File: config.mk
export PLATFORM = sky130hd
export DESIGN_NAME = aes_xts_block_sequencer
export DESIGN_NICKNAME = d
export VERILOG_FILES = /design/src/rtl/aes_xts_seq_pkg.sv /design/src/rtl/aes_xts_blk_counter.sv /design/src/rtl/aes_xts_block_sequencer.sv
export SDC_FILE = /design/constraint.sdc
export NUM_CORES = 1
export LEC_CHECK = 0
export ABC_CLOCK_PERIOD_IN_PS = 7500
export BUFFER_PORTS_ARGS = -buffer_cell sky130_fd_sc_hd__buf_2
export CORE_MARGIN = 10
export CORE_UTILIZATION = 51
export DETAILED_ROUTE_END_ITERATION = 10
export PLACE_DENSITY = 0.73
export SLEW_MARGIN = 20
export SYNTH_ARGS = -nofsm -noshare
export SYNTH_HDL_FRONTEND = slang
export SYNTH_SLANG_ARGS = --single-unit
File: constraint.sdc
create_clock -name inClk -period 7.5 [get_ports inClk]
set_input_delay 1.875 -clock inClk [delete_from_list [all_inputs] [get_ports inClk]]
set_output_delay 1.875 -clock inClk [all_outputs]
set_load 0.05 [all_outputs]
File: src/rtl/aes_xts_seq_pkg.sv
// Shared state encoding, sizes and config check for the AES-XTS block sequencer.
package aes_xts_seq_pkg;

   localparam int AES_BLOCK_BITS = 128;
   localparam int SIZE_W         = 8;

   typedef enum logic [2:0] {
      S_IDLE,
      S_FETCH,
      S_RUN,
      S_STEAL_FETCH,
      S_STEAL_RUN,
      S_DONE
   } seqState_t;

   // Decrypt-with-stealing tweak shuffle ahead of block m-1
   typedef enum logic [1:0] {
      TW_SAVE,
      TW_NEXT,
      TW_DONE
   } tweakPhase_t;

   // A partial last block needs a full block in front of it to steal from.
   function automatic logic isIllegalCfg(input logic numIsZero,
                                         input logic numIsOne,
                                         input logic [SIZE_W-1:0] sizeLast);
      logic stealing;
      stealing = (sizeLast != SIZE_W'(AES_BLOCK_BITS));
      return numIsZero || (sizeLast == '0) ||
             (sizeLast > SIZE_W'(AES_BLOCK_BITS)) || (stealing && numIsOne);
   endfunction

endpackage

File: src/rtl/aes_xts_blk_counter.sv
// Block counter: cleared with a terminal value on load, saturates at that terminal.
module aes_xts_blk_counter #(
   parameter int BLOCK_CNT_W = 16
) (
   input  logic                   inClk,
   input  logic                   inRstN,
   input  logic                   inLoad,
   input  logic [BLOCK_CNT_W-1:0] inTerminal,
   input  logic                   inInc,
   output logic                   outAtTerm
);

   logic [BLOCK_CNT_W-1:0] countReg;
   logic [BLOCK_CNT_W-1:0] termReg;
   logic [BLOCK_CNT_W-1:0] countPlusOne;

   assign countPlusOne = countReg + 1'b1;
   // High while the block in flight is the last full one.
   assign outAtTerm    = (countReg != termReg) && (countPlusOne == termReg);

   always_ff @(posedge inClk) begin
      if (!inRstN) begin
         countReg <= '0;
         termReg  <= '0;
      end else if (inLoad) begin
         countReg <= '0;
         termReg  <= inTerminal;
      end else if (inInc && (countReg != termReg)) begin
         countReg <= countPlusOne;
      end
   end

endmodule

File: src/rtl/aes_xts_block_sequencer.sv
// Sequences one XTS data unit through data-in register, AES core and tweak generator.
// Optional decrypt tweak handling: define AES_XTS_SEQ_DECRYPT_EN.
module aes_xts_block_sequencer
   import aes_xts_seq_pkg::*;
#(
   parameter int BLOCK_CNT_W = 16
) (
   input  logic                   inClk,
   input  logic                   inRstN,
   input  logic                   inStart,
   input  logic [BLOCK_CNT_W-1:0] inNumBlocks,
   input  logic [SIZE_W-1:0]      inSizeLastData,
   input  logic                   inExtValid,
   output logic                   outExtReady,
   output logic                   outExtWr,
   output logic                   outIntWr,
   output logic                   outLastBlock,
   output logic [SIZE_W-1:0]      outSizeLastData,
   output logic                   outCoreStart,
   input  logic                   inCoreDone,
   output logic                   outTweakNext,
`ifdef AES_XTS_SEQ_DECRYPT_EN
   input  logic                   inDecrypt,
   output logic                   outTweakSave,
   output logic                   outTweakRestore,
`endif
   output logic                   outOutValid,
   output logic                   outOutPartial,
   output logic                   outBusy,
   output logic                   outDone,
   output logic                   outErr
);

   seqState_t              stateReg, stateNext;
   logic                   stealReg;
   logic                   coreStartReg;
   logic                   errReg, errNext;
   logic [SIZE_W-1:0]      sizeReg;
   logic                   cntLoad, cntInc, cntAtTerm;
   logic [BLOCK_CNT_W-1:0] nFullLoad;
   logic                   stealIn, cfgIllegal, twHold;

   assign stealIn    = (inSizeLastData != SIZE_W'(AES_BLOCK_BITS));
   assign cfgIllegal = isIllegalCfg(inNumBlocks == '0, inNumBlocks == BLOCK_CNT_W'(1),
                                    inSizeLastData);
   assign nFullLoad  = stealIn ? (inNumBlocks - 1'b1) : inNumBlocks;

   aes_xts_blk_counter #(
      .BLOCK_CNT_W (BLOCK_CNT_W)
   ) uBlkCounter (
      .inClk      (inClk),
      .inRstN     (inRstN),
      .inLoad     (cntLoad),
      .inTerminal (nFullLoad),
      .inInc      (cntInc),
      .outAtTerm  (cntAtTerm)
   );

`ifdef AES_XTS_SEQ_DECRYPT_EN
   logic        decryptReg;
   tweakPhase_t twPhaseReg, twPhaseNext;

   // Fetch of block m-1 is held off until the tweak is saved and advanced.
   assign twHold = decryptReg && stealReg && cntAtTerm && (twPhaseReg != TW_DONE);

   always_ff @(posedge inClk) begin
      if (!inRstN) begin
         decryptReg <= 1'b0;
         twPhaseReg <= TW_SAVE;
      end else begin
         twPhaseReg <= twPhaseNext;
         if ((stateReg == S_IDLE) && inStart) decryptReg <= inDecrypt;
      end
   end
`else
   assign twHold = 1'b0;
`endif

   always_ff @(posedge inClk) begin
      if (!inRstN) begin
         stateReg     <= S_IDLE;
         stealReg     <= 1'b0;
         sizeReg      <= '0;
         coreStartReg <= 1'b0;
         errReg       <= 1'b0;
      end else begin
         stateReg     <= stateNext;
         coreStartReg <= outExtWr;
         errReg       <= errNext;
         if ((stateReg == S_IDLE) && inStart) begin
            sizeReg  <= inSizeLastData;
            stealReg <= stealIn;
         end
      end
   end

   always_comb begin
      stateNext     = stateReg;
      outExtReady   = 1'b0;
      outIntWr      = 1'b0;
      outLastBlock  = 1'b0;
      outTweakNext  = 1'b0;
      outOutValid   = 1'b0;
      outOutPartial = 1'b0;
      outDone       = 1'b0;
      errNext       = 1'b0;
      cntLoad       = 1'b0;
      cntInc        = 1'b0;
`ifdef AES_XTS_SEQ_DECRYPT_EN
      outTweakSave    = 1'b0;
      outTweakRestore = 1'b0;
      twPhaseNext     = twPhaseReg;
`endif
      case (stateReg)
         S_IDLE: begin
            if (inStart) begin
               if (cfgIllegal) begin
                  errNext = 1'b1;
               end else begin
                  cntLoad   = 1'b1;
                  stateNext = S_FETCH;
`ifdef AES_XTS_SEQ_DECRYPT_EN
                  twPhaseNext = TW_SAVE;
`endif
               end
            end
         end
         S_FETCH: begin
            if (twHold) begin
`ifdef AES_XTS_SEQ_DECRYPT_EN
               if (twPhaseReg == TW_SAVE) begin
                  outTweakSave = 1'b1;
                  twPhaseNext  = TW_NEXT;
               end else begin
                  outTweakNext = 1'b1;
                  twPhaseNext  = TW_DONE;
               end
`endif
            end else begin
               // Merge mode stays off: a lone external write must land as-is.
               outExtReady = 1'b1;
               if (inExtValid) stateNext = S_RUN;
            end
         end
         S_RUN: begin
            if (inCoreDone) begin
               outOutValid = 1'b1;
               cntInc      = 1'b1;
               if (!cntAtTerm) begin
                  outTweakNext = 1'b1;
                  stateNext    = S_FETCH;
               end else if (stealReg) begin
                  outOutPartial = 1'b1;
                  stateNext     = S_STEAL_FETCH;
`ifdef AES_XTS_SEQ_DECRYPT_EN
                  if (decryptReg) outTweakRestore = 1'b1;
                  else            outTweakNext    = 1'b1;
`else
                  outTweakNext = 1'b1;
`endif
               end else begin
                  stateNext = S_DONE;
               end
            end
         end
         S_STEAL_FETCH: begin
            outExtReady  = 1'b1;
            outLastBlock = 1'b1;
            if (inExtValid) begin
               outIntWr  = 1'b1;
               stateNext = S_STEAL_RUN;
            end
         end
         S_STEAL_RUN: begin
            if (inCoreDone) begin
               outOutValid = 1'b1;
               stateNext   = S_DONE;
            end
         end
         S_DONE: begin
            outDone   = 1'b1;
            stateNext = S_IDLE;
         end
         default: stateNext = S_IDLE;
      endcase
   end

   assign outExtWr        = inExtValid & outExtReady;
   assign outCoreStart    = coreStartReg;
   assign outErr          = errReg;
   assign outSizeLastData = sizeReg;
   assign outBusy         = (stateReg != S_IDLE);

endmodule

=== After elaboration in Yosys (flattened, before gate mapping) ===
Cells that the tools add are included.
Widths: inputs -> output; s select.

* Muxes and demuxes: 29
* Equal/unequal tests: 15
* Bitwise operators: 2
* Shift-type cells: 0
* Div/mod/pow operators: 0
* Reduce and logical (&&, ||, !) cells: 16
* Multipliers: 0
* $add $sub $neg: 2
* Order comparisons: 1

{| class="wikitable"
|+ Operator list
! kind !! number
|-
| $mux 3 || 8
|-
| $mux 1 || 19
|-
| $add 16x1->16 const B || 1
|-
| $eq 16x1->1 const B || 1
|-
| $eq 16x16->1 || 1
|-
| $logic_not 16->1 || 1
|-
| $mux 16 || 1
|-
| $ne 16x16->1 || 1
|-
| $sub 16x1->16 const B || 1
|-
| $pmux 3 s5 || 1
|-
| $ne 2x2->1 const B || 6
|-
| $gt 8x8->1 const B || 1
|-
| $logic_not 8->1 || 1
|-
| $ne 8x8->1 const B || 1
|-
| $eq 3x2->1 const B || 2
|-
| $eq 3x3->1 const B || 2
|-
| $reduce_and 6->1 || 1
|-
| $reduce_or 2->1 || 3
|-
| $logic_and 1x1->1 || 4
|-
| $eq 3x1->1 const B || 1
|-
| $logic_not 3->1 || 1
|-
| $logic_or 1x1->1 || 3
|-
| $reduce_and 3->1 || 1
|-
| $reduce_bool 3->1 || 1
|-
| 2 further kinds || 2
|}

* Bits in read-only memories: 0
* Latch bits: 0
* RAM bits: 0
* Memories: 0
* Bits in registers: 46

=== Depth between registers and ports, before layout ===
Gate-level depths: netlist of run 1.

* Depth in word-level cells: 8
* Gate-level depth with buffers: 9

=== Cells and area by module ===
From an unflattened synthesis of run 1, not the netlist that was laid out.

* Cells, all modules: 358
* Area total of the unflattened synthesis: 3065.4 sq um

{| class="wikitable"
|+ By module, submodules not included
! module !! times used !! cells an instance !! area each (sq um) !! seq. area each (sq um)
|-
| aes_xts_blk_counter || 1 || 221 || 1973.1 || 640.6
|-
| aes_xts_block_sequencer || 1 || 137 || 1092.3 || 280.3
|}

=== Least setup slack after synthesis of run 1 ===
OpenSTA, ideal clock, no wires.

* Kind: input to output
* Start: in inCoreDone
* End: out outOutPartial
* Stages: 4
* Arrival: 3225 ps
* Path buffers: 0
* Path slack: 2400 ps
* Cell sequence: nand2_1 > nor2_1 > nand2_1 > nor3_1

* Cells in the longest elaborated chain, start to end: 2

{| class="wikitable"
|+ Ends and longest elaborated chain
! item !! line !! RTL
|-
| start: declaration || aes_xts_block_sequencer.sv:20 || <nowiki>input logic inCoreDone,</nowiki>
|-
| $mux 1 || aes_xts_block_sequencer.sv:146 || <nowiki>if (inCoreDone) begin</nowiki>
|-
| $mux 1 || aes_xts_block_sequencer.sv:114 || <nowiki>case (stateReg)</nowiki>
|-
| end: declaration || aes_xts_block_sequencer.sv:28 || <nowiki>output logic outOutPartial,</nowiki>
|}

Every way passes these cells.

=== Worst setup path in the final report of run 1 ===
* Start: reg uBlkCounter.countReg[5]
* End: out outTweakNext

* Cells in the longest elaborated chain, start to end: 6
* Elaborated cells between the ends (all ways): 7

{| class="wikitable"
|+ Ends and longest elaborated chain
! item !! line !! RTL
|-
| start: declaration || aes_xts_blk_counter.sv:13 || <nowiki>logic [BLOCK_CNT_W-1:0] countReg;</nowiki>
|-
| start signal: assignment || aes_xts_blk_counter.sv:29 || <nowiki>countReg <= countPlusOne;</nowiki>
|-
| $add 16x1->16 || aes_xts_blk_counter.sv:17 || <nowiki>assign countPlusOne = countReg + 1'b1;</nowiki>
|-
| $eq 16x16->1 || aes_xts_blk_counter.sv:19 || <nowiki>assign outAtTerm = (countReg != termReg) && (countPlusOne == termReg);</nowiki>
|-
| $logic_and 1x1->1 (*) || aes_xts_blk_counter.sv:19 ||
|-
| $mux 1 (*) || aes_xts_block_sequencer.sv:149 || <nowiki>if (!cntAtTerm) begin</nowiki>
|-
| $mux 1 (*) || aes_xts_block_sequencer.sv:146 ||
|-
| $mux 1 (*) || aes_xts_block_sequencer.sv:114 ||
|-
| end: declaration || aes_xts_block_sequencer.sv:21 || <nowiki>output logic outTweakNext,</nowiki>
|}

Every way passes the cells marked *; elsewhere a longest branch is shown, timed or not.

==> results of run 1 <==
==> registers in the layout, summed over array words and instances (netlist names) <==
| register | cells |
|---|---|
| uBlkCounter.countReg | 16 |
| uBlkCounter.termReg | 16 |
| outSizeLastData | 8 |
| stateReg | 3 |
| outCoreStart | 1 |
| outErr | 1 |
| stealReg | 1 |
==> report_power, final <==
part | total [uW] | internal, uW | switching [uW]
logic | 112 | 39.5 | 72.9
registers | 269 | 257 | 11.7
clock network | 157 | 67.3 | 89.5
total | 538 | 364 | 174
==> final cells by class <==
type	count	area share (%)
sequential	46	28.4
inverter	11	1.27
clock buffer	5	2.12
tap	72	2.77
timing repair buffer	49	7.71
multi-input combinational	288	57.0
clock inverter	3	0.771
==> stage by stage <==
stage,util (%),cells,setup WS [ns],hold slack [ns]
after floorplan,-,370,2.40,0.460
after global placement,56.9,466,2.89,0.439
after detailed placement,56.9,466,2.86,0.443
after CTS,58.6,474,2.71,0.457
after global routing,58.6,474,2.54,0.479
final,58.6,474,2.70,0.456
==> routing by layer <==
metal / GRT usage (%) / wire length [um] / vias to the layer above
met4: 4.42 / 91 / 0
met2: 24.3 / 3100 / 72
met3: 3.58 / 292 / 10
met1: 21.2 / 3380 / 1253
li1: - / - / 1403
met5: 0 / 0 / -
==> cells in the final DEF, fill, tap and decap left out, types with 9 or more instances in the layout <==
cell and count:
buf_2 47, dfxtp_1 46, nor2_1 36, nand2_1 33, xor2_1 22, a21oi_1 21, xnor2_1 17, a211oi_1 14
o21ai_0 13, nor3_1 13, nand3_1 12, inv_1 11, or3_1 10, nand4_1 9, or4_1 9
==> critical path: cells and delay by family, from the launching register on <==
family                 cells  cell delay, ns
AND/OR/NAND/NOR            3            1.24
flip-flops                 1            0.56
XOR/XNOR                   1            0.13
buffers and inverters      1            0.21
AO/OA/AOI/OAI              2            0.49
==> cells by family after synthesis <==
| kind of cell | after synthesis | share of synthesized area (%) |
|---|---|---|
| and+or+nand+nor | 158 | 28.9 |
| AOI/OAI and AO/OA | 84 | 20.0 |
| DFF | 46 | 31.5 |
| xor gates and xnor gates | 39 | 11.7 |
| buffers and inverters | 36 | 5.18 |
| adders and majority gates | 4 | 1.71 |
| muxes | 3 | 1.03 |
==> worst min path at each step <==
stage	to	depth (start not counted)
6_report	outSizeLastData[3]	2
5_1_grt	outSizeLastData[6]	2
4_1_cts	outSizeLastData[7]	2
3_5_place_dp	outSizeLastData[7]	2
3_3_place_gp	outSizeLastData[6]	2
2_1_floorplan	uBlkCounter.countReg[15]	2
==> results.toml, run 1 <==
[layout]
fin_area_sq_um = 3250
diodes = 0
area_delta_synth_final_pct = 11.1
layout-drive-gt1-share_pct = 19.4
multi_input_area_sq_um = 1850
fillers = 536
fin_nets = 434
regArea_sq_um = 921

[sta]
slew_headroom_pct = 40.5
min_period_ns = 4.80
tightestPinTransition_ns = 0.892
rsz0062_at_grt = "false"
setup_viol = 0
fin_worst_skew_ns = 0.00695
max_freq_mhz = 208
fin_setup_tns_ns = 0
min_period_over_period_pct = 64.0
hold_viol_final = 0
report.final.slew_viol_count = 0

[critical_path]
cp.arrival_ns = 2.93
critPathKind = "register to primary output"
endpoint_kind = "primary output"
crit_path_start_kind = "register"
r2r_cells = 7
cp_slowest_cell = "nor4_1"
crit_fanout = 11
endpoint = "outTweakNext"
timing.rr.start = "uBlkCounter.countReg[8]"
worst_path_largest_cell_delay_ns = 0.69
r2r-end = "uBlkCounter.countReg[12]"
path_cells = "nand3_1, nor4_1, xor2_1, o21ai_0, nand4_1, o31a_1, buf_2"
r2r_slack_ns = 4.96
required_ns = 5.62
crit_start = "uBlkCounter.countReg[5]"

[logic_synthesis]
syn_inst = 370
mappedNetlistArea_sq_um = 2920
ys.flop_type = "dfxtp_1"
synth_warnings = 0
ys_ff_latch = 46
synth_edf_count = 0
netlist.top_cell.by_area = "dfxtp_1"
synth_common_cells = "dfxtp_1, nor2_1, nand2_1, xor2_1"
synth_top_area_share_pct = 31.5
ys_seq_area_share_pct = 31.5
synth_area_per_cell_sq_um = 7.90
synth_area_leaders = "dfxtp_1, xor2_1, xnor2_1"
ys_types = 52
ys_async_sr_fraction_pct = 0
synth_nets = 403
yosysMostFrequentCell = "dfxtp_1"

[floorplan]
start_util_pct = 52.8
rows = 27
die-area_sq_um = 9160
die_x_um = 95.7
core-area_sq_um = 5540
die_h_um = 95.7
boundaryPins = 48

[place]
port_buffers = 47
place_area_sq_um = 3150
gp_congestion = 0.938
dp_hpwl_mm = 5.23

[clock_network]
htreeDepth = 2
cts-root-buf = "clkbuf_8"
clockBufferDepth = 2
clk_latency_ns = 0.31
hold_buffers = 0
postCtsSetupRepairBufs = 0
cts.sinks = 46
cts.clk_slew.worst_paths_ns = 0.09
cts_tree = "done"
numCtsBuffers = 5
cts_resized = 0

[routing]
num_vias = 2738
drt-initial-drc-count = 112
drtPass1Iterations = 4
drc = 0
wire_per_inst_um = 14.5
vias_per_cell = 5.78
routed_wirelength_mm = 6.86
postRouteAntennaNets = 0

[global_routing]
grt_max_degree = 32
track_usage_pct = 15.6
grt_antenna_before_repair = 0
grt-ovfl-total = 0
grt_first_pass_wirelength_mm = 11.9
grt_pass1_vias = 2517

[power]
power_uw = 538
powerDensity_nw_per_um2 = 166
vdd_ir_drop_max_mv = 0.107
p_leak_uw = 0.00119

[status]
status = "finished, final reports clean"

[job]
max_cap_violations = 0

[min_path]
hp-start = "outSizeLastData[3]"
min-delay-path-class = "register to register"
No activity file was read; power rests on OpenSTA's default activity.
==> inputs of run 2 (changes only) <==
--- a/config.mk
+++ b/config.mk
@@ -5,12 +5,12 @@
 export SDC_FILE = /design/constraint.sdc
 export NUM_CORES = 1
 export LEC_CHECK = 0
-export ABC_CLOCK_PERIOD_IN_PS = 7500
+export ABC_CLOCK_PERIOD_IN_PS = 4200
 export BUFFER_PORTS_ARGS = -buffer_cell sky130_fd_sc_hd__buf_2
 export CORE_MARGIN = 10
 export CORE_UTILIZATION = 51
 export DETAILED_ROUTE_END_ITERATION = 10
-export PLACE_DENSITY = 0.73
+export PLACE_DENSITY = 0.76
 export SLEW_MARGIN = 20
 export SYNTH_ARGS = -nofsm -noshare
 export SYNTH_HDL_FRONTEND = slang
==> constraint.sdc (replaced) <==
create_clock -name inClk -period 4.2 [get_ports inClk]
set_input_delay 1.05 -clock inClk [delete_from_list [all_inputs] [get_ports inClk]]
set_output_delay 1.05 -clock inClk [all_outputs]
set_load 0.05 [all_outputs]
==> run 2 against run 1 <==
Net effect: sequential cell count did not move; worst hold slack gained 0.0031 ns; non-clock buffer count decreased by 1; wire length grew 4.1%; global-route usage up 0.72 points; setup slack worse by 2.3 ns; combinational power rose by 79%; clock skew up 0.0032 ns; die area unchanged; clock power rose by 77%; largest cell class unchanged; largest power group unchanged.
==> results.toml, run 2 (synthesis results as in run 1) <==
[status]
status = "finished, final reports clean"

[clock_network]
cts_tree = "done"
clk_latency_ns = 0.32
hold_buffers = 0
numCtsBuffers = 5
postCtsSetupRepairBufs = 0
clockBufferDepth = 2
cts.clk_slew.worst_paths_ns = 0.09
cts.sinks = 46
cts-root-buf = "clkbuf_8"
htreeDepth = 2

[sta]
timing.hold.ws_ns = 0.459
slew_headroom_pct = 37.9
hold_viol_final = 0
fin_setup_tns_ns = 0
worst_slack_ns = 0.388
fin_worst_skew_ns = 0.0102
report.final.slew_viol_count = 0
rsz0062_at_grt = "false"
min_period_over_period_pct = 90.8
setup_viol = 0
min_period_ns = 3.81
tightestPinTransition_ns = 0.930
max_freq_mhz = 262

[global_routing]
grt-ovfl-total = 0
grt_antenna_before_repair = 0
grt_max_degree = 31
grt_first_pass_wirelength_mm = 12.3
track_usage_pct = 16.3
grt_pass1_vias = 2612

[critical_path]
crit_path_start_kind = "register"
cp.arrival_ns = 2.76
endpoint_kind = "primary output"
critPathKind = "register to primary output"
crit_fanout = 7
required_ns = 3.15

[floorplan]
die-area_sq_um = 9160
core-area_sq_um = 5540
boundaryPins = 48
die_x_um = 95.7
die_h_um = 95.7
start_util_pct = 52.8
rows = 27

[place]
dp_hpwl_mm = 5.38
gp_congestion = 0.967
port_buffers = 47
pre_cts_slack_ns = 0.687

[routing]
wire_per_inst_um = 15.1
drtPass1Iterations = 5
vias_per_cell = 5.91
drt-initial-drc-count = 161
routed_wirelength_mm = 7.14
num_vias = 2794
drc = 0
postRouteAntennaNets = 0

[layout]
area_delta_synth_final_pct = 11.0
fin_nets = 433
final_common_cell = "buf_2"
diodes = 0
layout-drive-gt1-share_pct = 19.7
mostFrequentLayoutCells = "buf_2, dfxtp_1, nor2_1"

[power]
p_leak_uw = 0.00118
vdd_ir_drop_max_mv = 0.175
powerDensity_nw_per_um2 = 295

[job]
max_cap_violations = 0

[min_path]
min-delay-path-class = "register to register"
-- run 2: per-layer routing --
metal / wire length (um) / global-route usage, % / up-vias / part of all wire [%]
met5: 0 / 0 / - / 0
met4: 98 / 5.04 / 0 / 1.4
met3: 419 / 4.51 / 11 / 5.9
met2: 3340 / 25.7 / 91 / 47
met1: 3280 / 21.3 / 1298 / 46
li1: - / - / 1394 / -
-- run 2: path summary, 6_finish.rpt --
kind / start / to / slack [ns] / cells after the start
max: uBlkCounter.countReg[0] / outTweakNext / 0.39 / 8
min reg2reg: outSizeLastData[5] / outSizeLastData[5] / 0.46 / 2
max reg2reg: uBlkCounter.countReg[8] / uBlkCounter.countReg[12] / 1.78 / 6
min: outSizeLastData[5] / outSizeLastData[5] / 0.46 / 2
-- run 2: through the flow --
stage / total power [uW] / cells / utilization, % / cell area (sq um)
final: 959 / 473 / 58.6 / 3250
after global routing: 1010 / 473 / 58.6 / 3250
after CTS: 960 / 473 / 58.5 / 3240
after detailed placement: 690 / 465 / 56.8 / 3150
after global placement: 685 / 465 / 56.8 / 3150
after floorplan: 636 / 370 / - / 2920
-- run 2: timing repair --
item                                    4_1_cts  5_1_grt
resized for setup                             0        1
endpoints found under the setup margin        0        2
endpoints found under the hold margin         0        0
-- run 2: where the power goes --
part	internal, uW	total (uW)	switching (uW)
Sequential	459	480	21.2
Clock	117	278	161
Combinational	70.1	201	130
Total	646	959	313
-- run 2: layout make-up --
class                           count  area (sq um)
Fill cell                         516          2290
Multi-Input combinational cell    288          1860
Sequential cell                    46           921
Timing Repair Buffer               48           243
Tap cell                           72          90.1
Clock buffer                        5          68.8
Inverter                           11          41.3
Clock inverter                      3          21.3
-- run 2: worst max-delay path, cell delays in order, from the launching register on --
cell and delay (ns):
dfxtp_1 0.47, ha_1 0.29, and4_1 0.35, a21oi_1 0.12, nand2b_1 0.17, a211oi_1 0.30, nand4_1 0.22, o31a_1 0.31
buf_2 0.22
